`config.mk`:
```
export PLATFORM = sky130hd
export DESIGN_NAME = vdic_mult_seq_flat
export DESIGN_NICKNAME = d
export VERILOG_FILES = /design/src/rtl/vdic_mult_seq_if.sv /design/src/rtl/vdic_mult_seq.sv /design/src/flat_wrapper.sv
export SDC_FILE = /design/constraint.sdc
export NUM_CORES = 1
export LEC_CHECK = 0
export ABC_CLOCK_PERIOD_IN_PS = 8100
export CORE_UTILIZATION = 30
export DETAILED_ROUTE_END_ITERATION = 7
export GPL_TIMING_DRIVEN = 0
export PLACE_DENSITY = 0.53
export RECOVER_POWER = 100
export SYNTH_ARGS = -nofsm -noshare
export SYNTH_HDL_FRONTEND = slang
export SYNTH_SLANG_ARGS = --single-unit
```
`constraint.sdc`:
```
create_clock -name clk -period 8.1 [get_ports clk]
set_input_delay 0.81 -clock clk [delete_from_list [all_inputs] [get_ports clk]]
set_output_delay 0.81 -clock clk [all_outputs]
set_load 0.02 [all_outputs]
```
`src/rtl/vdic_mult_seq_if.sv`:
```
// Request/acknowledge arithmetic-unit bus for the sequential multiplier.
// The master drives operands and req; the slave returns ack, busy and the result.
interface vdic_mult_seq_if #(
    parameter int WIDTH = 16
);
    logic                   req;
    logic [WIDTH-1:0]       arg_a;
    logic [WIDTH-1:0]       arg_b;
    logic                   arg_a_parity;
    logic                   arg_b_parity;
    logic                   signed_mode;
    logic                   ack;
    logic                   busy;
    logic [2*WIDTH-1:0]     result;
    logic                   result_parity;
    logic                   result_rdy;
    logic                   arg_parity_error;

    modport master (
        output req, arg_a, arg_b, arg_a_parity, arg_b_parity, signed_mode,
        input  ack, busy, result, result_parity, result_rdy, arg_parity_error
    );

    modport slave (
        input  req, arg_a, arg_b, arg_a_parity, arg_b_parity, signed_mode,
        output ack, busy, result, result_parity, result_rdy, arg_parity_error
    );
endinterface

```
`src/rtl/vdic_mult_seq.sv`:
```
// Parity-checked shift-add multiplier, one partial product per clock,
// signed or unsigned per operation, behind a req/ack handshake.
//
// state | meaning
// IDLE  | waiting for req; operands captured on the accepting edge
// MUL   | WIDTH shift-add steps, or one pass-through cycle on parity error
// DONE  | result_rdy pulse; result and error flag held afterwards
module vdic_mult_seq #(
    parameter int WIDTH      = 16,
    parameter bit PARITY_ODD = 1'b0
) (
    input  logic               clk,
    input  logic               rst,
    vdic_mult_seq_if.slave     bus
);
    localparam int CW = (WIDTH > 1) ? $clog2(WIDTH) : 1;
    localparam logic [CW-1:0] LAST_STEP = CW'(WIDTH - 1);

    typedef enum logic [1:0] {IDLE, MUL, DONE} state_t;

    state_t               state_q;
    logic [CW-1:0]        step_q;
    logic [2*WIDTH-1:0]   acc_q;
    logic [2*WIDTH-1:0]   mcand_q;
    logic [WIDTH-1:0]     mplier_q;
    logic                 neg_q;
    logic                 err_q;
    logic                 ack_q;
    logic                 busy_q;
    logic [2*WIDTH-1:0]   result_q;
    logic                 result_parity_q;
    logic                 result_rdy_q;
    logic                 arg_parity_error_q;

    logic                 a_neg_d;
    logic                 b_neg_d;
    logic [WIDTH-1:0]     mag_a_d;
    logic [WIDTH-1:0]     mag_b_d;
    logic                 err_d;
    logic [2*WIDTH-1:0]   acc_d;
    logic [2*WIDTH-1:0]   prod_d;
    logic                 last_step_d;

    always_comb begin
        a_neg_d     = bus.signed_mode & bus.arg_a[WIDTH-1];
        b_neg_d     = bus.signed_mode & bus.arg_b[WIDTH-1];
        // Most negative value negates to itself, which read unsigned is 2^(WIDTH-1).
        mag_a_d     = a_neg_d ? (~bus.arg_a + 1'b1) : bus.arg_a;
        mag_b_d     = b_neg_d ? (~bus.arg_b + 1'b1) : bus.arg_b;
        err_d       = ((^bus.arg_a ^ PARITY_ODD) != bus.arg_a_parity) |
                      ((^bus.arg_b ^ PARITY_ODD) != bus.arg_b_parity);
        acc_d       = acc_q + (mplier_q[0] ? mcand_q : '0);
        prod_d      = neg_q ? (~acc_d + 1'b1) : acc_d;
        last_step_d = (step_q == LAST_STEP);
    end

    always_ff @(posedge clk or posedge rst) begin
        if (rst) begin
            state_q            <= IDLE;
            step_q             <= '0;
            acc_q              <= '0;
            mcand_q            <= '0;
            mplier_q           <= '0;
            neg_q              <= 1'b0;
            err_q              <= 1'b0;
            ack_q              <= 1'b0;
            busy_q             <= 1'b0;
            result_q           <= '0;
            result_parity_q    <= PARITY_ODD;
            result_rdy_q       <= 1'b0;
            arg_parity_error_q <= 1'b0;
        end else begin
            ack_q        <= 1'b0;
            result_rdy_q <= 1'b0;
            case (state_q)
                IDLE: begin
                    if (bus.req) begin
                        state_q  <= MUL;
                        busy_q   <= 1'b1;
                        ack_q    <= 1'b1;
                        err_q    <= err_d;
                        neg_q    <= a_neg_d ^ b_neg_d;
                        mcand_q  <= {{WIDTH{1'b0}}, mag_a_d};
                        mplier_q <= mag_b_d;
                        acc_q    <= '0;
                        step_q   <= '0;
                    end
                end
                MUL: begin
                    if (err_q) begin
                        state_q            <= DONE;
                        result_q           <= '0;
                        result_parity_q    <= PARITY_ODD;
                        arg_parity_error_q <= 1'b1;
                        result_rdy_q       <= 1'b1;
                    end else begin
                        acc_q    <= acc_d;
                        mcand_q  <= mcand_q << 1;
                        mplier_q <= mplier_q >> 1;
                        step_q   <= last_step_d ? '0 : step_q + 1'b1;
                        // Final step feeds the sign fix-up straight into the result register.
                        if (last_step_d) begin
                            state_q            <= DONE;
                            result_q           <= prod_d;
                            result_parity_q    <= ^prod_d ^ PARITY_ODD;
                            arg_parity_error_q <= 1'b0;
                            result_rdy_q       <= 1'b1;
                        end
                    end
                end
                DONE: begin
                    state_q <= IDLE;
                    busy_q  <= 1'b0;
                end
                default: begin
                    state_q <= IDLE;
                    busy_q  <= 1'b0;
                end
            endcase
        end
    end

    assign bus.ack              = ack_q;
    assign bus.busy             = busy_q;
    assign bus.result           = result_q;
    assign bus.result_parity    = result_parity_q;
    assign bus.result_rdy       = result_rdy_q;
    assign bus.arg_parity_error = arg_parity_error_q;
endmodule

```
`src/flat_wrapper.sv`:
```
// flat-port wrapper written by rule: the top's interface ports become plain ports
module vdic_mult_seq_flat 
#(
    parameter int WIDTH      = 16,
    parameter bit PARITY_ODD = 1'b0
)
  (clk, rst, bus_req, bus_arg_a, bus_arg_b, bus_arg_a_parity, bus_arg_b_parity, bus_signed_mode, bus_ack, bus_busy, bus_result, bus_result_parity, bus_result_rdy, bus_arg_parity_error);
  vdic_mult_seq_if #(.WIDTH(WIDTH)) bus_i ();
  input  logic clk;
  input  logic rst;
  input wire logic [$bits(bus_i.req)-1:0] bus_req;
  input wire logic [$bits(bus_i.arg_a)-1:0] bus_arg_a;
  input wire logic [$bits(bus_i.arg_b)-1:0] bus_arg_b;
  input wire logic [$bits(bus_i.arg_a_parity)-1:0] bus_arg_a_parity;
  input wire logic [$bits(bus_i.arg_b_parity)-1:0] bus_arg_b_parity;
  input wire logic [$bits(bus_i.signed_mode)-1:0] bus_signed_mode;
  output wire logic [$bits(bus_i.ack)-1:0] bus_ack;
  output wire logic [$bits(bus_i.busy)-1:0] bus_busy;
  output wire logic [$bits(bus_i.result)-1:0] bus_result;
  output wire logic [$bits(bus_i.result_parity)-1:0] bus_result_parity;
  output wire logic [$bits(bus_i.result_rdy)-1:0] bus_result_rdy;
  output wire logic [$bits(bus_i.arg_parity_error)-1:0] bus_arg_parity_error;
  assign bus_i.req = bus_req;
  assign bus_i.arg_a = bus_arg_a;
  assign bus_i.arg_b = bus_arg_b;
  assign bus_i.arg_a_parity = bus_arg_a_parity;
  assign bus_i.arg_b_parity = bus_arg_b_parity;
  assign bus_i.signed_mode = bus_signed_mode;
  assign bus_ack = bus_i.ack;
  assign bus_busy = bus_i.busy;
  assign bus_result = bus_i.result;
  assign bus_result_parity = bus_i.result_parity;
  assign bus_result_rdy = bus_i.result_rdy;
  assign bus_arg_parity_error = bus_i.arg_parity_error;
  vdic_mult_seq #(.WIDTH(WIDTH), .PARITY_ODD(PARITY_ODD)) u_core (.clk(clk), .rst(rst), .bus(bus_i));
endmodule
```
==> key figures <==
Status
  – Status: finished, violations left
  – Failing checks: capacitance limit, slew limit

Synth
  – Mean Syn Cell Area: between 8 and 9 um2
  – Area contributors post-synth: dfrtp_1 34%, xnor2_1 7.5%, ha_1 6.4%
  – Area leader, netlist: dfrtp_1
  – Mapped cell area: 9117 um2
  – Share of the synthesized area in the top cell type: 34.31%
  – Unique masters post-synth: 83
  – Primary FF master, synth: dfrtp_1
  – Post-synth EDFFs: 0
  – Async SR Flop Fraction: 100.0%
  – Yosys warns: 0
  – Mapped Nets: 1147
  – Sequential fraction of the synthesis area: 34.31%
  – Syn Inst Count: about 1.1k
  – Post-synthesis register bit count: 125

Setup path
  – Largest delay share family, worst path: compound AO/OA/AOI/OAI gates
  – Critical Path Fanout Max: 10
  – Critical-path cell list: clkbuf_1, and2_0, ha_1, fa_1, a21o_4, a221oi_1, o21ai_0, xor2_1, a211oi_1, or4b_1, o41ai_1, xor2_1, xnor3_1, xor3_1, xor2_1, xnor3_1, xnor3_1, o21ai_0
  – Req. time, crit path: around 8400 ps
  – Critical Path Source Type: flop
  – CP peak stage delay: 830 ps
  – CP Class: flop to flop
  – Crit path DAT: 6990 ps
  – Crit-path slowest cell: a221oi_1
  – Crit. End Element: flop
  – WP buf/inv: 1

Placement
  – Post-DP HPWL: 19.51 mm
  – Placed Cells: ~1.5k
  – GP Congestion: 0.8758
  – Port Buf Inserts: 72

Floorplan
  – FP Rows: 63
  – Core area: 29800 um2
  – # IOs: 75
  – Area of the die: 31090 um2
  – Starting Density: 30.60%
  – Die width: 176.3 um
  – Die Y: 176.3 um

STA
  – Min Hold Slack: 467.8 ps
  – Slew Limit Fails: 53
  – Max Freq: between 0.15 and 0.2 GHz
  – Endpoints failing setup: 0
  – Setup Skew: between 15 and 20 ps
  – Post-Route Setup TNS: 0 ps
  – Final Hold Fails: 0
  – Final Cycle Share: 82.14%
  – Worst slew pin tran: 2052 ps
  – Max-Slew Margin vs Limit: -37.54%
  – Clock period minus worst slack: 6653 ps
  – RSZ-0062 raised after global routing: false

CTS
  – TritonCTS Sinks: 125
  – CTS tree: built
  – Worst-path clk slew: 50 ps
  – Post-CTS resize count: 0
  – Num CTS Buffers: 17
  – Hold Buf Count CTS: 0
  – CTS H-tree depth: 4
  – Clk buf depth: 2
  – Clock latency on the worst-skew pair: 420 ps
  – Setup bufs post-CTS: 0
  – Root buf cell: clkbuf_16

Route
  – Final wirelength: between 20 and 30 mm
  – DRC: 0
  – Via-to-Cell Ratio: 5.051
  – 1st-iter DRT viols: a little under 500
  – DR WL/cell: ~16 um
  – DR vias: 7844
  – Drt pass-1 iters: 5
  – Detail Route Antenna Nets: 0

Power
  – LEAKAGE: about 0.005 uW
  – Max IR drop VDD: roughly 0.00025 V
  – Tot Pwr: ~3900 uW
  – P per Cell Area: 358.1 nW/um2

Global routing
  – Total track usage: 17.10%
  – GRT overflow: 0
  – Antenna violations before repair: 0
  – First-pass GRT wire length: ~42 mm
  – Largest net degree at the start of global routing: 83
  – Vias in the first global route: 7793

Cells and area
  – Fin cells: 1553
  – Synth-to-Final Area Change: 19.82%
  – Storage element area: 3128 um2
  – Fill cells: 3051
  – Fraction of layout instances using a drive strength above 1: ~4.6%
  – Final core utilization: 36.66%
  – Nets: 1239
  – Multi-input gate area: 5542 um2
  – ANT cells: 0
  – Leading cell types in the layout, fill and taps excluded: 125 x nand2_1, 125 x dfrtp_1, 116 x o21ai_0

Worst hold path
  – Tightest Hold Check Type: flop to flop

Flow run
  – Max_cap viols: 2
## per-stage QoR
stage          setup WS [ps]  instance area [um2]
2_1_floorplan           2680                 9117
3_3_place_gp            1876                10330
3_5_place_dp            2019                10360
4_1_cts                 1974                10980
5_1_grt                927.3                10920
6_report                1447                10920
## worst reg2reg max path, delay by kind of cell (launching register included)
kind                     cells  cell delay, ps
flip-flops                   1             450
AND/OR/NAND/NOR              2             760
AO/OA/AOI/OAI                6            2350
XOR/XNOR                     7            2110
adder cells (fa/ha/maj)      2             680
buffers and inverters        1             210
## synthesized netlist by cell type (4+ instances only)
library cell  count
a21oi_1          80
nand2b_1         10
nand4_1          11
or3_1            11
clkbuf_1         48
a21o_1           10
ha_1             47
and2_1           37
a31oi_1           7
nor4_1            4
and3_1            4
nor2_1           76
xnor2_1          78
o31ai_1           6
inv_1            45
mux2i_1           4
xor2_1           31
a22oi_1           4
nand2_1         125
nor3_1            8
dfrtp_1         125
nand3b_1          4
o21ai_1           5
o21bai_1          5
o21ai_0         111
a22o_1           44
nand3_1          29
xnor3_1           6
o21a_1            6
## kinds of logic after synthesis
logic type | after synthesis | share of synthesized area (%)
buffers and inverters | 100 | 4.378
adder cells (fa/ha/maj) | 48 | 6.669
flip-flops | 125 | 34.31
AO/OA/AOI/OAI | 318 | 22.41
AND/OR/NAND/NOR | 345 | 18.51
multiplexers | 5 | 0.5627
XOR/XNOR | 120 | 13.16
## registers in the layout, summed over array words and instances (netlist names)
register,flops
u_core.bus.result,32
u_core.acc_q,32
u_core.neg_q,1
u_core.bus.result_parity,1
u_core.bus.result_rdy,1
u_core.bus.arg_parity_error,1
u_core.state_q,2
u_core.bus.busy,1
u_core.bus.ack,1
u_core.err_q,1
u_core.step_q,4
u_core.mcand_q,32
u_core.mplier_q,16
## routing by layer
layer	global-route usage [%]	part of all wire, %
met5	0	0
met3	2.067	3.3
met4	5.568	1.5
met1	24.46	51
met2	26.64	45
## area by class of cell
cell class	count	area share, %
Multi-Input combinational cell	836	50.73
Sequential cell	125	28.63
Timing Repair Buffer	73	6.849
Clock buffer	23	4.467
Tap cell	390	4.467
Buffer	55	2.073
Inverter	45	1.558
Clock inverter	6	1.226
## power breakdown
group | total (uW) | internal, uW | leakage, uW | switching (uW)
registers | 825 | 742 | 0.00167 | 83.5
clock network | 826 | 543 | 0.000305 | 283
logic | 2260 | 1050 | 0.00289 | 1220
## path summary, 6_finish.rpt
| path | from | end | slack, ps | cells after the start |
|---|---|---|---|---|
| setup / recovery | u_core.mplier_q[0]$_DFFE_PP0P_ | u_core.bus.result_parity$_DFFE_PP0P_ | 1450 | 18 |
| hold / removal | u_core.bus.result[19]$_DFFE_PP0P_ | u_core.bus.result[19]$_DFFE_PP0P_ | 470 | 2 |
| setup reg to reg | u_core.mplier_q[0]$_DFFE_PP0P_ | u_core.bus.result_parity$_DFFE_PP0P_ | 1450 | 18 |
| hold reg to reg | u_core.bus.result[19]$_DFFE_PP0P_ | u_core.bus.result[19]$_DFFE_PP0P_ | 470 | 2 |
| max in group asynchronous | rst | u_core.bus.result_parity$_DFFE_PP0P_ | 5620 | 3 |
| min in group asynchronous | rst | u_core.mplier_q[4]$_DFFE_PP0P_ | 1380 | 2 |
Power figures use the tool's default switching activity.
